$ cat config.mk
export PLATFORM = sky130hd
export DESIGN_NAME = load_store_unit_flat
export DESIGN_NICKNAME = d
export VERILOG_FILES = /design/src/rtl/load_store_unit_if.sv /design/src/rtl/load_store_unit.sv /design/src/flat_wrapper.sv
export SDC_FILE = /design/constraint.sdc
export NUM_CORES = 1
export LEC_CHECK = 0
export ABC_AREA = 1
export CAP_MARGIN = 20
export CELL_PAD_IN_SITES_DETAIL_PLACEMENT = 1
export CELL_PAD_IN_SITES_GLOBAL_PLACEMENT = 1
export CORE_ASPECT_RATIO = 0.7
export CORE_UTILIZATION = 29
export CTS_CLUSTER_SIZE = 28
export DETAILED_ROUTE_END_ITERATION = 8
export PLACE_DENSITY_LB_ADDON = 0.1
export SLEW_MARGIN = 20
export SYNTH_ARGS = -nofsm -noshare
export SYNTH_HDL_FRONTEND = slang
export SYNTH_SLANG_ARGS = --single-unit
$ cat constraint.sdc
create_clock -name clk -period 1.5 [get_ports clk]
set_input_delay 0.3 -clock clk [delete_from_list [all_inputs] [get_ports clk]]
set_output_delay 0.3 -clock clk [all_outputs]
set_load 0.05 [all_outputs]
$ cat src/rtl/load_store_unit_if.sv
// Request/response handshake between execute and writeback, plus the DataMemory bus.
interface load_store_unit_if #(parameter int TAG_W = 5);
  logic             req_valid;
  logic             req_ready;
  logic             req_we;
  logic [2:0]       req_op;
  logic [31:0]      req_addr;
  logic [31:0]      req_wdata;
  logic [TAG_W-1:0] req_rd;
  logic             rsp_valid;
  logic             rsp_ready;
  logic [31:0]      rsp_data;
  logic [TAG_W-1:0] rsp_rd;
  logic             rsp_err;
  logic             WR;
  logic [31:0]      ADDRESS;
  logic [31:0]      BIN;
  logic [31:0]      DATAOUT;

  // The load/store unit side
  modport slave (
    input  req_valid, req_we, req_op, req_addr, req_wdata, req_rd, rsp_ready, DATAOUT,
    output req_ready, rsp_valid, rsp_data, rsp_rd, rsp_err, WR, ADDRESS, BIN
  );

  // Pipeline + DataMemory side
  modport master (
    output req_valid, req_we, req_op, req_addr, req_wdata, req_rd, rsp_ready, DATAOUT,
    input  req_ready, rsp_valid, rsp_data, rsp_rd, rsp_err, WR, ADDRESS, BIN
  );
endinterface

$ cat src/rtl/load_store_unit.sv
// Memory-access stage: one request at a time, read-modify-write for sub-word
// stores, sign/zero extension for loads, one tagged response per request.
module load_store_unit #(
  parameter int MEM_WORDS = 256,
  parameter int TAG_W     = 5
) (
  input  logic              clk,
  input  logic              reset,
  load_store_unit_if.slave  bus
);

  typedef enum logic [1:0] {IDLE, READ, WRITE, RESP} state_e;

  state_e           state_q, state_d;
  logic             we_q, we_d;
  logic [2:0]       op_q, op_d;
  logic [31:0]      addr_q, addr_d;
  logic [31:0]      wdata_q, wdata_d;
  logic [TAG_W-1:0] rd_q, rd_d;
  logic             err_q, err_d;
  logic [31:0]      data_q, data_d;   // old word during RMW, response data in RESP

  logic             accept;
  logic             acc_err;
  logic             legal, misaligned, out_of_range;
  logic [4:0]       lane_sh;
  logic [31:0]      shifted, load_ext, lane_mask, merged;

  assign accept = bus.req_valid && (state_q == IDLE) && reset;

  // Acceptance-time error classification of the incoming request
  always_comb begin
    legal = 1'b0;
    if (bus.req_we) legal = (bus.req_op == 3'b000) || (bus.req_op == 3'b001) || (bus.req_op == 3'b010);
    else            legal = (bus.req_op == 3'b000) || (bus.req_op == 3'b001) || (bus.req_op == 3'b010) ||
                            (bus.req_op == 3'b100) || (bus.req_op == 3'b101);
    misaligned   = ((bus.req_op[1:0] == 2'b01) && bus.req_addr[0]) ||
                   ((bus.req_op[1:0] == 2'b10) && (bus.req_addr[1:0] != 2'b00));
    out_of_range = {2'b00, bus.req_addr[31:2]} >= 32'(MEM_WORDS);
    acc_err      = !legal || misaligned || out_of_range;
  end

  // Lane extraction for loads and lane merge for sub-word stores
  always_comb begin
    lane_sh = {addr_q[1:0], 3'b000};
    shifted = bus.DATAOUT >> lane_sh;
    case (op_q)
      3'b000:  load_ext = {{24{shifted[7]}}, shifted[7:0]};
      3'b001:  load_ext = {{16{shifted[15]}}, shifted[15:0]};
      3'b100:  load_ext = {24'h0, shifted[7:0]};
      3'b101:  load_ext = {16'h0, shifted[15:0]};
      default: load_ext = bus.DATAOUT;
    endcase
    lane_mask = (op_q[1:0] == 2'b00) ? (32'h0000_00FF << lane_sh) : (32'h0000_FFFF << lane_sh);
    if (op_q[1:0] == 2'b10) merged = wdata_q;
    else                    merged = (data_q & ~lane_mask) | ((wdata_q << lane_sh) & lane_mask);
  end

  // State register and latched request; reset aborts any in-flight access
  always_ff @(posedge clk or negedge reset) begin
    if (!reset) begin
      state_q <= IDLE;
      we_q    <= 1'b0;
      op_q    <= 3'b000;
      addr_q  <= 32'h0;
      wdata_q <= 32'h0;
      rd_q    <= '0;
      err_q   <= 1'b0;
      data_q  <= 32'h0;
    end else begin
      state_q <= state_d;
      we_q    <= we_d;
      op_q    <= op_d;
      addr_q  <= addr_d;
      wdata_q <= wdata_d;
      rd_q    <= rd_d;
      err_q   <= err_d;
      data_q  <= data_d;
    end
  end

  // Next-state logic and datapath register updates
  always_comb begin
    state_d = state_q;
    we_d    = we_q;
    op_d    = op_q;
    addr_d  = addr_q;
    wdata_d = wdata_q;
    rd_d    = rd_q;
    err_d   = err_q;
    data_d  = data_q;
    case (state_q)
      IDLE: if (accept) begin
        we_d    = bus.req_we;
        op_d    = bus.req_op;
        addr_d  = bus.req_addr;
        wdata_d = bus.req_wdata;
        rd_d    = bus.req_rd;
        err_d   = acc_err;
        data_d  = 32'h0;
        if (acc_err)                        state_d = RESP;
        else if (bus.req_we && bus.req_op == 3'b010) state_d = WRITE;
        else                                state_d = READ;
      end
      READ: begin
        // Stores keep the raw old word for the merge; loads keep the extended value
        data_d  = we_q ? bus.DATAOUT : load_ext;
        state_d = we_q ? WRITE : RESP;
      end
      WRITE: begin
        data_d  = 32'h0;
        state_d = RESP;
      end
      RESP: if (bus.rsp_ready) state_d = IDLE;
      default: state_d = IDLE;
    endcase
  end

  // Outputs decoded from state; everything idles at zero
  always_comb begin
    bus.req_ready = (state_q == IDLE) && reset;
    bus.WR        = (state_q == WRITE);
    bus.ADDRESS   = ((state_q == READ) || (state_q == WRITE)) ? {2'b00, addr_q[31:2]} : 32'h0;
    bus.BIN       = (state_q == WRITE) ? merged : 32'h0;
    bus.rsp_valid = (state_q == RESP);
    bus.rsp_data  = (state_q == RESP) ? data_q : 32'h0;
    bus.rsp_rd    = (state_q == RESP) ? rd_q : '0;
    bus.rsp_err   = (state_q == RESP) && err_q;
  end

endmodule

$ cat src/flat_wrapper.sv
// flat-port wrapper written by rule: the top's interface ports become plain ports
module load_store_unit_flat 
#(
  parameter int MEM_WORDS = 256,
  parameter int TAG_W     = 5
)
  (clk, reset, bus_req_valid, bus_req_we, bus_req_op, bus_req_addr, bus_req_wdata, bus_req_rd, bus_rsp_ready, bus_DATAOUT, bus_req_ready, bus_rsp_valid, bus_rsp_data, bus_rsp_rd, bus_rsp_err, bus_WR, bus_ADDRESS, bus_BIN);
  load_store_unit_if #(.TAG_W(TAG_W)) bus_i ();
  input  logic clk;
  input  logic reset;
  input wire logic [$bits(bus_i.req_valid)-1:0] bus_req_valid;
  input wire logic [$bits(bus_i.req_we)-1:0] bus_req_we;
  input wire logic [$bits(bus_i.req_op)-1:0] bus_req_op;
  input wire logic [$bits(bus_i.req_addr)-1:0] bus_req_addr;
  input wire logic [$bits(bus_i.req_wdata)-1:0] bus_req_wdata;
  input wire logic [$bits(bus_i.req_rd)-1:0] bus_req_rd;
  input wire logic [$bits(bus_i.rsp_ready)-1:0] bus_rsp_ready;
  input wire logic [$bits(bus_i.DATAOUT)-1:0] bus_DATAOUT;
  output wire logic [$bits(bus_i.req_ready)-1:0] bus_req_ready;
  output wire logic [$bits(bus_i.rsp_valid)-1:0] bus_rsp_valid;
  output wire logic [$bits(bus_i.rsp_data)-1:0] bus_rsp_data;
  output wire logic [$bits(bus_i.rsp_rd)-1:0] bus_rsp_rd;
  output wire logic [$bits(bus_i.rsp_err)-1:0] bus_rsp_err;
  output wire logic [$bits(bus_i.WR)-1:0] bus_WR;
  output wire logic [$bits(bus_i.ADDRESS)-1:0] bus_ADDRESS;
  output wire logic [$bits(bus_i.BIN)-1:0] bus_BIN;
  assign bus_i.req_valid = bus_req_valid;
  assign bus_i.req_we = bus_req_we;
  assign bus_i.req_op = bus_req_op;
  assign bus_i.req_addr = bus_req_addr;
  assign bus_i.req_wdata = bus_req_wdata;
  assign bus_i.req_rd = bus_req_rd;
  assign bus_i.rsp_ready = bus_rsp_ready;
  assign bus_i.DATAOUT = bus_DATAOUT;
  assign bus_req_ready = bus_i.req_ready;
  assign bus_rsp_valid = bus_i.rsp_valid;
  assign bus_rsp_data = bus_i.rsp_data;
  assign bus_rsp_rd = bus_i.rsp_rd;
  assign bus_rsp_err = bus_i.rsp_err;
  assign bus_WR = bus_i.WR;
  assign bus_ADDRESS = bus_i.ADDRESS;
  assign bus_BIN = bus_i.BIN;
  load_store_unit #(.MEM_WORDS(MEM_WORDS), .TAG_W(TAG_W)) u_core (.clk(clk), .reset(reset), .bus(bus_i));
endmodule
-- Yosys cells after proc, flatten, opt, wreduce, memory -nomap -nowiden
Cells that the tools add are included.
- bits in registers: 108
- bits in latches: 0
- RAM bits: 0
- ROM bits: 0
- input port bits: 109
- output and inout bits: 105
- logic and storage cells: 74
- memories: 0
- add/subtract/negate cells: 0
- $mul: 0
- div/mod/pow operators: 0
- magnitude comparators: 1
- equality and inequality tests: 15
- shift operators: 4
- multiplexer cells: 17
- bitwise gates (word level): 4
- reduce and logical (&&, ||, !) cells: 25
- operators by type and width (kind ; count):
    $mux 32 ; 6
    $pmux 32 s4 ; 1
    $pmux 32 s3 ; 1
    $and 32x32->32 ; 2
    $not 32->32 ; 1
    $or 32x32->32 ; 1
    $shl 16x5->32 const A ; 1
    $shl 32x5->32 ; 1
    $shl 8x5->32 const A ; 1
    $shr 32x5->16 ; 1
    $ge 30x9->1 const B ; 1
    $mux 30 ; 1
    $eq 3x3->1 const B ; 4
    $eq 2x2->1 const B ; 4
    $logic_or 1x1->1 ; 8
    $mux 2 ; 4
    $pmux 2 s4 ; 1
    $logic_and 1x1->1 ; 7
    $eq 3x1->1 const B ; 2
    $logic_not 3->1 ; 2
    $reduce_and 2->1 ; 3
    $mux 5 ; 1
    $eq 2x1->1 const B ; 2
    $logic_not 2->1 ; 2
    other kinds (7) ; 8

-- Logic depth before layout (Yosys ltp)
- depth after elaboration: 12
- mapped depth: 12
- gate-level depth less buffers: 11

-- Least setup slack after synthesis
OpenSTA, ideal clock, no wires.
- kind: register to output
- start point: reg u_core.state_q[0]
- end point: out bus_BIN[2]
- arrival: 2.157 ns
- slack: -0.957 ns
- cell stages (with the launch flop): 6
- path buffers: 1
- cells stage by stage: dfrtp_1 > inv_1 > ha_1 > clkbuf_1 > o21ai_0 > a21oi_1
- cells in the longest elaborated chain, start to end: 2
- RTL lines (element ; RTL line ; source):
    from (decl) ; load_store_unit.sv:14 ; state_e state_q, state_d;
    from (signal assigned) ; load_store_unit.sv:71 ; state_q <= state_d;
    $eq 2x2->1 ; -- ;
    via bus_WR ; flat_wrapper.sv:24 ; output wire logic [$bits(bus_i.WR)-1:0] bus_WR;
    $mux 32 ; load_store_unit.sv:124 ; bus.BIN = (state_q == WRITE) ? merged : 32'h0;
    to (decl) ; flat_wrapper.sv:26 ; output wire logic [$bits(bus_i.BIN)-1:0] bus_BIN;
The timed path passes the listed nets, and every way through them passes these cells.

-- Final worst setup path
- start point: reg u_core.addr_q[0]
- end point: out bus_BIN[29]
- cells in the longest elaborated chain, start to end: 7
- elaborated cells between the ends (all ways): 10
- those cells by class: shift: 3; mux: 3; bitwise: 4
- RTL lines (element ; RTL line ; source):
    from (decl) ; load_store_unit.sv:17 ; logic [31:0] addr_q, addr_d;
    from (signal assigned) ; load_store_unit.sv:74 ; addr_q <= addr_d;
    $shl 16x5->32 or $shl 8x5->32 (tied branches) ; load_store_unit.sv:54 ; lane_mask = (op_q[1:0] == 2'b00) ? (32'h0000_00FF << lane_sh) : (32'h0000_FFFF << lane_sh);
    $mux 32 ; load_store_unit.sv:54 ;
    $not 32->32 ; load_store_unit.sv:56 ; else merged = (data_q & ~lane_mask) | ((wdata_q << lane_sh) & lane_mask);
    $and 32x32->32 ; load_store_unit.sv:56 ;
    $or 32x32->32 (*) ; load_store_unit.sv:56 ;
    $mux 32 (*) ; load_store_unit.sv:55 ; if (op_q[1:0] == 2'b10) merged = wdata_q;
    $mux 32 (*) ; load_store_unit.sv:124 ;
Every way passes the cells marked *; elsewhere a longest branch is shown, timed or not.

==> flow_summary.yaml <==
sta:
  finalMaxSlewViolations: 0
  finalSetupViolCount: 199
  layout_worst_path_cycle_share_pct: 157.2
  timing.final.hold_violations: 0
  clock-skew-final_ns: 0.01438
  max_freq_mhz: 424.0
  worst_slew_pin_slew_ns: 0.6482
  final.min_clock_period_ns: 2.359
  maxSlewHeadroom_pct: 56.79
  postLayoutSetupSlackWorst_ns: -0.8585
  rsz_0062_raised_after_global_routing: "yes"
  setup_tns_ns: -92.03
yosys:
  synth-async-reset-ratio_pct: 100.0
  synth-edff-count: 0
  synth.yosys.seq_area_share_pct: 40.07
  synth.avg_cell_area_um2: 6.530
  synth_area_um2: 6745
  synthesis.yosys.warnings: 0
  postSynth.topFlopCell: "sky130_fd_sc_hd__dfrtp_1"
  synth_cell_type_count: 30
  yosys_register_bits: 108
  syn_inst: 1033
cts:
  cts_hold_buf: 0
  tritoncts: "yes"
  ctsRootBufferMaster: "sky130_fd_sc_hd__clkbuf_16"
  insertion_delay_ns: 0.38
  clock_transition_at_the_registers_of_the_reported_paths_ns: 0.09
  numClockSinks: 108
  clockBufferDepth: 2
  htreeDepth: 3
  total_cts_buffers: 9
global_route:
  global_route.overflow_total: 0
  use_met1_pct: 40.69
  largest_net_degree_at_the_start_of_global_routing: 109
  grt_pass1_vias: 8668
  top_usage_layer: "met2"
  grtUsageMet2_pct: 46.32
  antenna_violations_before_repair: 0
  met3_usage_pct: 6.436
  grt_usage_pct: 29.27
  first_pass_grt_wire_length_mm: 51.97
drt:
  routed_via_density: 5.048
  drtAntennaViolNets: 0
  postRouteWirelength_mm: 38.83
  route.detailed.wl_per_inst_um: 22.71
  remaining_drc_errors: 0
  drtPass1Iterations: 5
  drt_first_iter_violations: 619
  dr_total_vias: 8632
power:
  p_total_mw: 39.11
  leakagePower_nw: 6.952
  vdd.ir_drop.worst_uv: 1341
  power-per-cell-area_nw_per_um2: 2617
critical_path:
  worst-path-max-fanout: 6
  startpoint_type: "flip-flop"
  reg2reg_depth: 10
  cp.arrival_ns: 2.06
  r2r_setup_slack_ns: -0.45
  worstReg2RegStart: "u_core.addr_q[0]"
  timing_worst_setup_path_type: "reg -> out"
  rr_endpoint: "u_core.data_q[5]"
  cp.required_ns: 1.20
  timing.critical_path.to_type: "primary output"
die:
  initial_cell_density_of_the_core_pct: 29.67
  design.core.area_um2: 22730
  die_y_um: 129.6
  core.rowCount: 46
  floorplan.die_area_um2: 23880
  floorplan.die.width_um: 184.3
  io_pins: 214
status:
  failing_checks: "negative setup slack"
  outcome: "finished, violations left"
final_layout:
  filler_cell_count: 2445
  final_net_count: 1505
  layout_common_cells: "sky130_fd_sc_hd__nand2_1, sky130_fd_sc_hd__buf_12, sky130_fd_sc_hd__nand2_4, sky130_fd_sc_hd__clkdlybuf4s50_1, sky130_fd_sc_hd__dfrtp_1"
  post-route-util_pct: 65.73
  drive_gt1_share_pct: 53.33
  syn2layout_area_growth_pct: 121.6
  layout.cells.most_common: "sky130_fd_sc_hd__nand2_1"
placement:
  routability_cong: 0.8920
  dp_hpwl_mm: 22.31
  placement.io_buffers: 211
min_path:
  worst_hold_class: "in -> async"
job:
  max_cap_viol_count: 0
==> cells by family after synthesis <==
group	Yosys count	share of synthesized area [%]
compound gates	117	10.07
flops	108	40.07
buf+inv	203	12.22
other cells	1	0.05559
fa+ha+maj	4	0.7420
simple gates	600	36.84
==> cell type report <==
class | count | area (um^2) | share of cell area [%]
inverters | 148 | 934.6 | 6.254
repair buffers | 399 | 5466 | 36.58
flip-flops and latches | 108 | 2706 | 18.11
repair inverters | 2 | 7.507 | 0.05023
diodes | 1 | 2.502 | 0.01674
multi-input cells | 724 | 5119 | 34.25
well taps | 312 | 390.4 | 2.612
clock buffers | 9 | 225.2 | 1.507
clock inverters | 7 | 92.59 | 0.6196
==> worst max-delay path, cell delays in order (launching register included) <==
cell	delay, ns
sky130_fd_sc_hd__dfrtp_1	0.39
sky130_fd_sc_hd__buf_6	0.16
sky130_fd_sc_hd__clkinv_8	0.08
sky130_fd_sc_hd__a21oi_4	0.25
sky130_fd_sc_hd__buf_6	0.17
sky130_fd_sc_hd__nand2_2	0.06
sky130_fd_sc_hd__o211ai_1	0.15
sky130_fd_sc_hd__nand3_1	0.17
sky130_fd_sc_hd__clkinvlp_4	0.12
sky130_fd_sc_hd__buf_12	0.13
==> state kept, by name, indices dropped and copies added, names as in the netlist <==
signal / cells
u_core.addr_q: 32
u_core.data_q: 32
u_core.err_q: 1
u_core.op_q: 3
u_core.rd_q: 5
u_core.state_q: 2
u_core.wdata_q: 32
u_core.we_q: 1
==> per-layer routing <==
metal / vias to the layer above / part of all wire (%) / wire length [um]
met2: 342 / 49 / 18920
li1: 3884 / - / -
met5: - / 0 / 0
met3: 55 / 6.1 / 2385
met1: 4351 / 43 / 16760
met4: 0 / 2.0 / 773
==> power by group <==
part	total, mW	leakage [nW]	switching (mW)	internal [mW]
logic	30.5	5.42	17.2	13.3
clock network	2.71	0.156	1.36	1.35
registers	5.89	1.37	1.66	4.23
==> per-stage QoR <==
stage                     hold WS [ns]  std cells  worst slack, ns  cell area [um^2]
after floorplan               0.004409       1034          -0.2654              7989
after global placement          0.4570       1620          -0.4202             12070
after detailed placement        0.4589       1620          -0.4081             12070
after CTS                       0.1254       1679          -0.7635             13570
after global routing            0.1530       1709          -0.9311             14940
final                          0.09177       1710          -0.8585             14940
==> worst max path at each step <==
stage / from / endpoint / slack, ns / cells after the start
5_1_grt: u_core.addr_q[1] / bus_BIN[29] / -0.93 / 8
4_1_cts: u_core.addr_q[0] / bus_BIN[16] / -0.76 / 11
2_1_floorplan: u_core.op_q[0] / bus_BIN[22] / -0.27 / 8
6_report: u_core.addr_q[0] / bus_BIN[29] / -0.86 / 9
3_5_place_dp: u_core.addr_q[0] / bus_BIN[25] / -0.41 / 8
3_3_place_gp: u_core.addr_q[0] / bus_BIN[17] / -0.42 / 10
==> synthesized netlist by cell type (9+ instances only) <==
| cell type | instances | area share, % |
|---|---|---|
| sky130_fd_sc_hd__nor2_1 | 35 | 1.9 |
| sky130_fd_sc_hd__a21oi_1 | 16 | 1.2 |
| sky130_fd_sc_hd__nor3_1 | 9 | 0.67 |
| sky130_fd_sc_hd__o211ai_1 | 23 | 2.6 |
| sky130_fd_sc_hd__o21ai_0 | 69 | 5.1 |
| sky130_fd_sc_hd__inv_1 | 141 | 7.8 |
| sky130_fd_sc_hd__buf_2 | 11 | 0.82 |
| sky130_fd_sc_hd__dfrtp_1 | 108 | 40 |
| sky130_fd_sc_hd__buf_4 | 9 | 1.0 |
| sky130_fd_sc_hd__nand2_2 | 15 | 1.4 |
| sky130_fd_sc_hd__nand3_1 | 62 | 4.6 |
| sky130_fd_sc_hd__or2_0 | 12 | 1.1 |
| sky130_fd_sc_hd__clkbuf_1 | 29 | 1.6 |
| sky130_fd_sc_hd__nand2_1 | 450 | 25 |
==> what timing repair did <==
action | CTS | global route
endpoints found under the setup margin | 211 | 211
resized for setup | 159 | 297
buffers inserted | 32 | 29
cloned | 13 | 14
hold endpoints to repair | 0 | 0
pin swaps | 47 | 61
Power figures use the tool's default switching activity.
